### src/rtl/seq_pattern_gen_if.sv
// Control and status bundle for the serial pattern transmitter.
//   start      burst request, only looked at while the generator is idle
//   repeat_n   number of pattern repetitions, captured together with start
//   overlap    1 = later repetitions reuse the tail of the previous one
//   abort      drops an active burst back to idle without a done pulse
//   x          serial data bit, MSB of the pattern first
//   valid      x carries a pattern bit this cycle
//   frame_end  last bit of a repetition
//   busy       generator is not idle
//   done       one-cycle pulse after a burst completes normally
// master: the controller or bench that drives the request side.
// slave : the generator itself.
interface seq_pattern_gen_if #(
  parameter int CNT_W = 4
);
  logic             start;
  logic [CNT_W-1:0] repeat_n;
  logic             overlap;
  logic             abort;
  logic             x;
  logic             valid;
  logic             frame_end;
  logic             busy;
  logic             done;

  modport master (
    output start, repeat_n, overlap, abort,
    input  x, valid, frame_end, busy, done
  );

  modport slave (
    input  start, repeat_n, overlap, abort,
    output x, valid, frame_end, busy, done
  );
endinterface

### src/rtl/seq_pattern_gen.sv
// Serial pattern transmitter. Sends PATTERN MSB-first on bus.x, one bit per
// clock, repeat_n times per burst. In overlapping mode every repetition after
// the first starts at bit OVL, so the last OVL bits of one repetition double as
// the head of the next.
// Ports:
//   clk    rising-edge clock
//   rst_n  asynchronous active-low reset
//   bus    seq_pattern_gen_if.slave (start/repeat_n/overlap/abort in,
//          x/valid/frame_end/busy/done out); all outputs are registered.
// Build option:
//   SEQGEN_GAP_EN  when defined, non-overlapping bursts insert GAP_LEN idle
//                  cycles between repetitions (never after the last one).
module seq_pattern_gen #(
  parameter int             PAT_W   = 4,
  parameter logic [PAT_W-1:0] PATTERN = 4'b1010,
  parameter int             OVL     = 2,
  parameter int             CNT_W   = 4,
  parameter int             GAP_LEN = 2
) (
  input  logic              clk,
  input  logic              rst_n,
  seq_pattern_gen_if.slave  bus
);

  localparam int IDX_W = (PAT_W > 2) ? $clog2(PAT_W) : 1;
  localparam logic [IDX_W-1:0] LAST_IDX = IDX_W'(PAT_W - 1);
  localparam logic [IDX_W-1:0] OVL_IDX  = IDX_W'(OVL);

  // Reject parameter sets the datapath cannot represent.
  if (OVL < 0 || OVL >= PAT_W || GAP_LEN < 1 || PAT_W < 2 || PAT_W > 16) begin : g_bad_param
    $error("seq_pattern_gen: illegal PAT_W/OVL/GAP_LEN combination");
  end

  typedef enum logic [1:0] {
    IDLE,
    SEND,
    FIN
`ifdef SEQGEN_GAP_EN
    , GAP
`endif
  } state_t;

  state_t           state, state_nxt;
  logic [IDX_W-1:0] bit_idx, idx_nxt;
  logic [CNT_W-1:0] rep_cnt, rep_nxt;
  logic             ovl_mode, ovl_nxt;
  logic             x_r, valid_r, frame_end_r, busy_r, done_r;
  logic             x_nxt, valid_nxt, frame_end_nxt, busy_nxt, done_nxt;

`ifdef SEQGEN_GAP_EN
  localparam int GAP_W = (GAP_LEN > 1) ? $clog2(GAP_LEN) : 1;
  logic [GAP_W-1:0] gap_cnt, gap_nxt;
`endif

  always_comb begin
    state_nxt = state;
    idx_nxt   = bit_idx;
    rep_nxt   = rep_cnt;
    ovl_nxt   = ovl_mode;
`ifdef SEQGEN_GAP_EN
    gap_nxt   = gap_cnt;
`endif
    if (bus.abort && state != IDLE) begin
      state_nxt = IDLE;
    end else begin
      case (state)
        IDLE: begin
          if (bus.start) begin
            if (bus.repeat_n != '0) begin
              state_nxt = SEND;
              idx_nxt   = '0;
              rep_nxt   = bus.repeat_n;
              ovl_nxt   = bus.overlap;
            end else begin
              state_nxt = FIN;
            end
          end
        end
        SEND: begin
          if (bit_idx == LAST_IDX) begin
            // Counter counts down to 1, so repeat_n = all-ones never wraps.
            rep_nxt = rep_cnt - 1'b1;
            if (rep_cnt == CNT_W'(1)) begin
              state_nxt = FIN;
            end else if (ovl_mode) begin
              idx_nxt = OVL_IDX;
            end else begin
              idx_nxt = '0;
`ifdef SEQGEN_GAP_EN
              state_nxt = GAP;
              gap_nxt   = '0;
`endif
            end
          end else begin
            idx_nxt = bit_idx + 1'b1;
          end
        end
`ifdef SEQGEN_GAP_EN
        GAP: begin
          if (gap_cnt == GAP_W'(GAP_LEN - 1)) begin
            state_nxt = SEND;
          end else begin
            gap_nxt = gap_cnt + 1'b1;
          end
        end
`endif
        FIN:     state_nxt = IDLE;
        default: state_nxt = IDLE;
      endcase
    end

    // Outputs are decoded from the next state so they can be registered
    // alongside it, giving first-bit latency of one cycle after start.
    x_nxt         = 1'b0;
    valid_nxt     = 1'b0;
    frame_end_nxt = 1'b0;
    if (state_nxt == SEND) begin
      x_nxt         = PATTERN[LAST_IDX - idx_nxt];
      valid_nxt     = 1'b1;
      frame_end_nxt = (idx_nxt == LAST_IDX);
    end
    busy_nxt = (state_nxt != IDLE);
    done_nxt = (state_nxt == FIN);
  end

  always_ff @(posedge clk or negedge rst_n) begin
    if (!rst_n) begin
      state       <= IDLE;
      bit_idx     <= '0;
      rep_cnt     <= '0;
      ovl_mode    <= 1'b0;
      x_r         <= 1'b0;
      valid_r     <= 1'b0;
      frame_end_r <= 1'b0;
      busy_r      <= 1'b0;
      done_r      <= 1'b0;
    end else begin
      state       <= state_nxt;
      bit_idx     <= idx_nxt;
      rep_cnt     <= rep_nxt;
      ovl_mode    <= ovl_nxt;
      x_r         <= x_nxt;
      valid_r     <= valid_nxt;
      frame_end_r <= frame_end_nxt;
      busy_r      <= busy_nxt;
      done_r      <= done_nxt;
    end
  end

`ifdef SEQGEN_GAP_EN
  always_ff @(posedge clk or negedge rst_n) begin
    if (!rst_n) gap_cnt <= '0;
    else        gap_cnt <= gap_nxt;
  end
`endif

  assign bus.x         = x_r;
  assign bus.valid     = valid_r;
  assign bus.frame_end = frame_end_r;
  assign bus.busy      = busy_r;
  assign bus.done      = done_r;

endmodule
### src/flat_wrapper.sv
// flat-port wrapper written by rule: the top's interface ports become plain ports
module seq_pattern_gen_flat 
#(
  parameter int             PAT_W   = 4,
  parameter logic [PAT_W-1:0] PATTERN = 4'b1010,
  parameter int             OVL     = 2,
  parameter int             CNT_W   = 4,
  parameter int             GAP_LEN = 2
)
  (clk, rst_n, bus_start, bus_repeat_n, bus_overlap, bus_abort, bus_x, bus_valid, bus_frame_end, bus_busy, bus_done);
  seq_pattern_gen_if #(.CNT_W(CNT_W)) bus_i ();
  input  logic clk;
  input  logic rst_n;
  input wire logic [$bits(bus_i.start)-1:0] bus_start;
  input wire logic [$bits(bus_i.repeat_n)-1:0] bus_repeat_n;
  input wire logic [$bits(bus_i.overlap)-1:0] bus_overlap;
  input wire logic [$bits(bus_i.abort)-1:0] bus_abort;
  output wire logic [$bits(bus_i.x)-1:0] bus_x;
  output wire logic [$bits(bus_i.valid)-1:0] bus_valid;
  output wire logic [$bits(bus_i.frame_end)-1:0] bus_frame_end;
  output wire logic [$bits(bus_i.busy)-1:0] bus_busy;
  output wire logic [$bits(bus_i.done)-1:0] bus_done;
  assign bus_i.start = bus_start;
  assign bus_i.repeat_n = bus_repeat_n;
  assign bus_i.overlap = bus_overlap;
  assign bus_i.abort = bus_abort;
  assign bus_x = bus_i.x;
  assign bus_valid = bus_i.valid;
  assign bus_frame_end = bus_i.frame_end;
  assign bus_busy = bus_i.busy;
  assign bus_done = bus_i.done;
  seq_pattern_gen #(.PAT_W(PAT_W), .PATTERN(PATTERN), .OVL(OVL), .CNT_W(CNT_W), .GAP_LEN(GAP_LEN)) u_core (.clk(clk), .rst_n(rst_n), .bus(bus_i));
endmodule
### config.mk
export PLATFORM = sky130hd
export DESIGN_NAME = seq_pattern_gen_flat
export DESIGN_NICKNAME = d
export VERILOG_FILES = /design/src/rtl/seq_pattern_gen_if.sv /design/src/rtl/seq_pattern_gen.sv /design/src/flat_wrapper.sv
export SDC_FILE = /design/constraint.sdc
export NUM_CORES = 1
export LEC_CHECK = 0
export ABC_AREA = 1
export CAP_MARGIN = 20
export CELL_PAD_IN_SITES_DETAIL_PLACEMENT = 2
export CELL_PAD_IN_SITES_GLOBAL_PLACEMENT = 2
export CORE_UTILIZATION = 32
export CTS_BUF_LIST = sky130_fd_sc_hd__clkbuf_8
export DETAILED_ROUTE_END_ITERATION = 10
export PLACE_DENSITY = 0.9
export SLEW_MARGIN = 5
export SYNTH_ARGS = -nofsm -noshare
export SYNTH_HDL_FRONTEND = slang
export SYNTH_SLANG_ARGS = --single-unit
### constraint.sdc
create_clock -name clk -period 1.5 [get_ports clk]
set_input_delay 0.3 -clock clk [delete_from_list [all_inputs] [get_ports clk]]
set_output_delay 0.3 -clock clk [all_outputs]
set_load 0.05 [all_outputs]
==> impl_metrics.csv <==
group,metric,value,unit
status,outcome,"finished, final reports clean",
worst_setup_path,r2r_cells,5,
logic_synthesis,synth_mux_area_share,1.84,%
logic_synthesis,synth_top_family_by_area,"simple AND/OR/NAND/NOR gates",
worst_setup_path,reg2reg_slack,100,ps
logic_synthesis,synth_top_area_cell,"dfrtp_1",
job,cap_violations,0,
worst_setup_path,path_cells,"ha_1 > inv_1 > nor2_4 > a21oi_1 > o21ai_1",
worst_setup_path,max_stage_delay,410,ps
final_layout,area_growth_syn_to_layout,34.0,%
timing,report.final.slew_viol_count,0,
worst_setup_path,crit_type,"reg2reg",
detailed_routing,wl_per_cell,16.3,um
floorplanning,dieArea,2760,um^2
worst_setup_path,crit_fanout,4,
final_layout,layout-drive-gt1-share,31.3,%
final_layout,antenna_cells,0,
detailed_routing,drc,0,
grt,grt_overflow_total,0,
grt,antenna_found_initial,0,
logic_synthesis,yosysMostFrequentCell,"nand2_1",
power_and_ir_drop,p_switching,790,uW
logic_synthesis,synth_common_cells,"nand2_1 (16), dfrtp_1 (14), inv_1 (11)",
logic_synthesis,async_flop_share,100,%
detailed_routing,drt_iter0_markers,7,
worst_setup_path,crit_buf_inv,1,
worst_setup_path,critPathTopFamily,"compound AO/OA/AOI/OAI gates",
power_and_ir_drop,power_density,1700,nW/um^2
logic_synthesis,ys_ff_latch,14,
logic_synthesis,synth-edff-count,0,
clock_network,clock-sinks,14,
detailed_routing,drt_wl_total,2.28,mm
final_layout,utilization,47.2,%
final_layout,fin_nets,125,
placement,port_buffers,13,
placement,dp_cells,136,
timing,finClkSkew,2.08,ps
floorplanning,start_util,35.2,%
final_layout,n_fill_cell,268,
logic_synthesis,synth_fp_nets,106,
timing,setup_viol,0,
logic_synthesis,synth_warnings,0,
logic_synthesis,synthXorXnorAreaFrac,0,%
detailed_routing,viasPerCell,5.03,
power_and_ir_drop,ir_worst_vdd,0.776,mV
logic_synthesis,synthCells,94,
final_layout,regArea,350,um^2
logic_synthesis,ys_top_cells_by_area,"dfrtp_1 (43%), nand2_1 (7.4%), nand2_4 (6.9%)",
detailed_routing,vias,704,
logic_synthesis,yosys.area_share.simple,34.0,%
clock_network,post_cts_buffers,0,
placement,gp_congestion,0.765,
final_layout,multi_input_area,405,um^2
logic_synthesis,synthAdderAreaFrac,4.59,%
worst_setup_path,startpoint_type,"flip-flop",
clock_network,worst_skew_pair.late_latency,250,ps
logic_synthesis,avgSynthCellArea,8.69,um^2
final_layout,fin_cells,140,
final_layout,final_area,1090,um^2
placement,place_hpwl,1.65,mm
grt,track_usage,20.6,%
grt,grt_max_degree,15,
clock_network,cts_root_buf,"clkbuf_8",
floorplanning,die_h,52.5,um
timing,tightestPinTransition,329,ps
floorplanning,ioPinCount,14,
clock_network,cts_hold_buf,0,
timing,rsz0062_at_grt,"no",
detailed_routing,firstDrtPassIters,2,
clock_network,cts_resized,0,
power_and_ir_drop,internal-power,1.07,mW
power_and_ir_drop,power,1.86,mW
worst_setup_path,rr_endpoint,"u_core.bus.busy",
logic_synthesis,yosysSeqAreaShare,42.9,%
floorplanning,die_width,52.5,um
worst_setup_path,critPathArrivalTime,1520,ps
power_and_ir_drop,power_frac_clock,20.6,%
timing,post-route-min-period,1400,ps
worst_setup_path,critPathSlowestCell,"dfrtp_1",
clock_network,cts_inserted_buffers,3,
logic_synthesis,synth_area,817,um^2
logic_synthesis,synth_cell_types,21,
power_and_ir_drop,leakage,0.542,nW
floorplanning,num_rows,17,
power_and_ir_drop,seq_power_share,32.5,%
clock_network,cts_buffer_depth,2,
worst_setup_path,cp_data_required_time,1630,ps
timing,final-hold-violation-count,0,
logic_synthesis,synthFlopType,"dfrtp_1",
grt,grt_pass1_vias,804,
clock_network,cts_tree,"built",
clock_network,cts.clk_slew.worst_paths,60,ps
logic_synthesis,synth_top_cell_area_share,42.9,%
worst_hold_path,hold_path.class,"in2async",
worst_setup_path,cp-end-kind,"flip-flop",
timing,slew_headroom,78.1,%
clock_network,htreeDepth,1,
logic_synthesis,synth_compound_area_share,9.19,%
worst_setup_path,rr_startpoint,"u_core.bit_idx[0]",
timing,finalCritPeriodShare,93.1,%
floorplanning,core_area,2320,um^2
detailed_routing,ant_nets,0,
placement,post_dp_cell_area,1040,um^2
timing,fmax,0.716,GHz
power_and_ir_drop,p_sw_share,42.6,%
power_and_ir_drop,power_frac_comb,46.9,%
grt,grt_pass1_wl,3.96,mm
[flip-flops by register name (all words and copies together) (netlist names)]
name,cells
u_core.bus.frame_end,1
u_core.state,2
u_core.ovl_mode,1
u_core.rep_cnt,4
u_core.bus.valid,1
u_core.bus.done,1
u_core.bus.x,1
u_core.bit_idx,2
u_core.bus.busy,1
[cells in the final DEF (no fill, tap or decap)]
cell type / synthesis / final
inv_2: 3 / 3
nand2_2: 6 / 6
nor2_2: 1 / 1
a21oi_1: 4 / 4
nand2_4: 5 / 5
nor3_1: 1 / 1
nand3_1: 8 / 8
ha_1: 3 / 3
nand4_1: 1 / 1
clkdlybuf4s50_1: 0 / 8
buf_4: 0 / 1
a21oi_2: 1 / 1
o21ai_1: 2 / 2
inv_6: 1 / 1
nand2_1: 16 / 16
clkbuf_8: 0 / 4
buf_12: 0 / 5
inv_1: 11 / 11
nor2_1: 7 / 7
o21ai_2: 3 / 3
or2_2: 1 / 1
dfrtp_1: 14 / 14
nor2_4: 3 / 3
mux2_4: 1 / 1
o21ai_0: 2 / 2
[metal layers]
metal	wire length (um)	track usage, %
met1	976	24.4
met3	65	3.77
met5	0	0
met2	1210	36.3
met4	28	7.89
[cell families after synthesis]
kind of cell	Yosys count
buffers and inverters	15
AO/OA/AOI/OAI	12
adder cells (fa/ha/maj)	3
AND/OR/NAND/NOR	49
multiplexers	1
flip-flops	14
[metrics by stage]
step | setup WS [ps] | TNS (ps) | hold WS, ps
6_report | 103 | 0 | 362
3_5_place_dp | -20.7 | -71.1 | 508
5_1_grt | 1.30 | 0 | 394
4_1_cts | 103 | 0 | 376
2_1_floorplan | 267 | 0 | 4.41
3_3_place_gp | -9.19 | -15.6 | 495
[power by group through the flow]
| stage | registers [mW] | logic, mW | clock network, mW |
|---|---|---|---|
| 4_1_cts | 0.607 | 0.892 | 0.389 |
| 3_5_place_dp | 0.606 | 0.867 | 0 |
| 3_3_place_gp | 0.600 | 0.814 | 0 |
| 2_1_floorplan | 0.656 | 0.504 | 0 |
| 6_report | 0.604 | 0.871 | 0.382 |
| 5_1_grt | 0.621 | 0.970 | 0.410 |
[area by class of cell]
cell class	instances	area share, %
Sequential cell	14	32.0
Tap cell	28	3.20
Clock buffer	4	5.03
Inverter	15	5.60
Multi-Input combinational cell	65	37.0
Timing Repair Buffer	14	17.1
[how the worst max path moves through the flow]
stage	start	endpoint	slack, ps	depth (start not counted)
3_5_place_dp	bus_repeat_n[3]	u_core.rep_cnt[1]	-20	9
6_report	u_core.bit_idx[0]	u_core.bus.busy	100	5
5_1_grt	u_core.bit_idx[0]	u_core.bus.busy	1	5
2_1_floorplan	u_core.rep_cnt[0]	u_core.rep_cnt[2]	270	7
3_3_place_gp	bus_repeat_n[3]	u_core.bus.busy	-9	6
4_1_cts	u_core.bit_idx[0]	u_core.bus.busy	100	5
[worst reg2reg max path: stages, from the launching register on]
cell	delay [ps]
dfrtp_1	410
ha_1	210
inv_1	170
nor2_4	70
a21oi_1	310
o21ai_1	100
No activity file was read; power rests on OpenSTA's default activity.
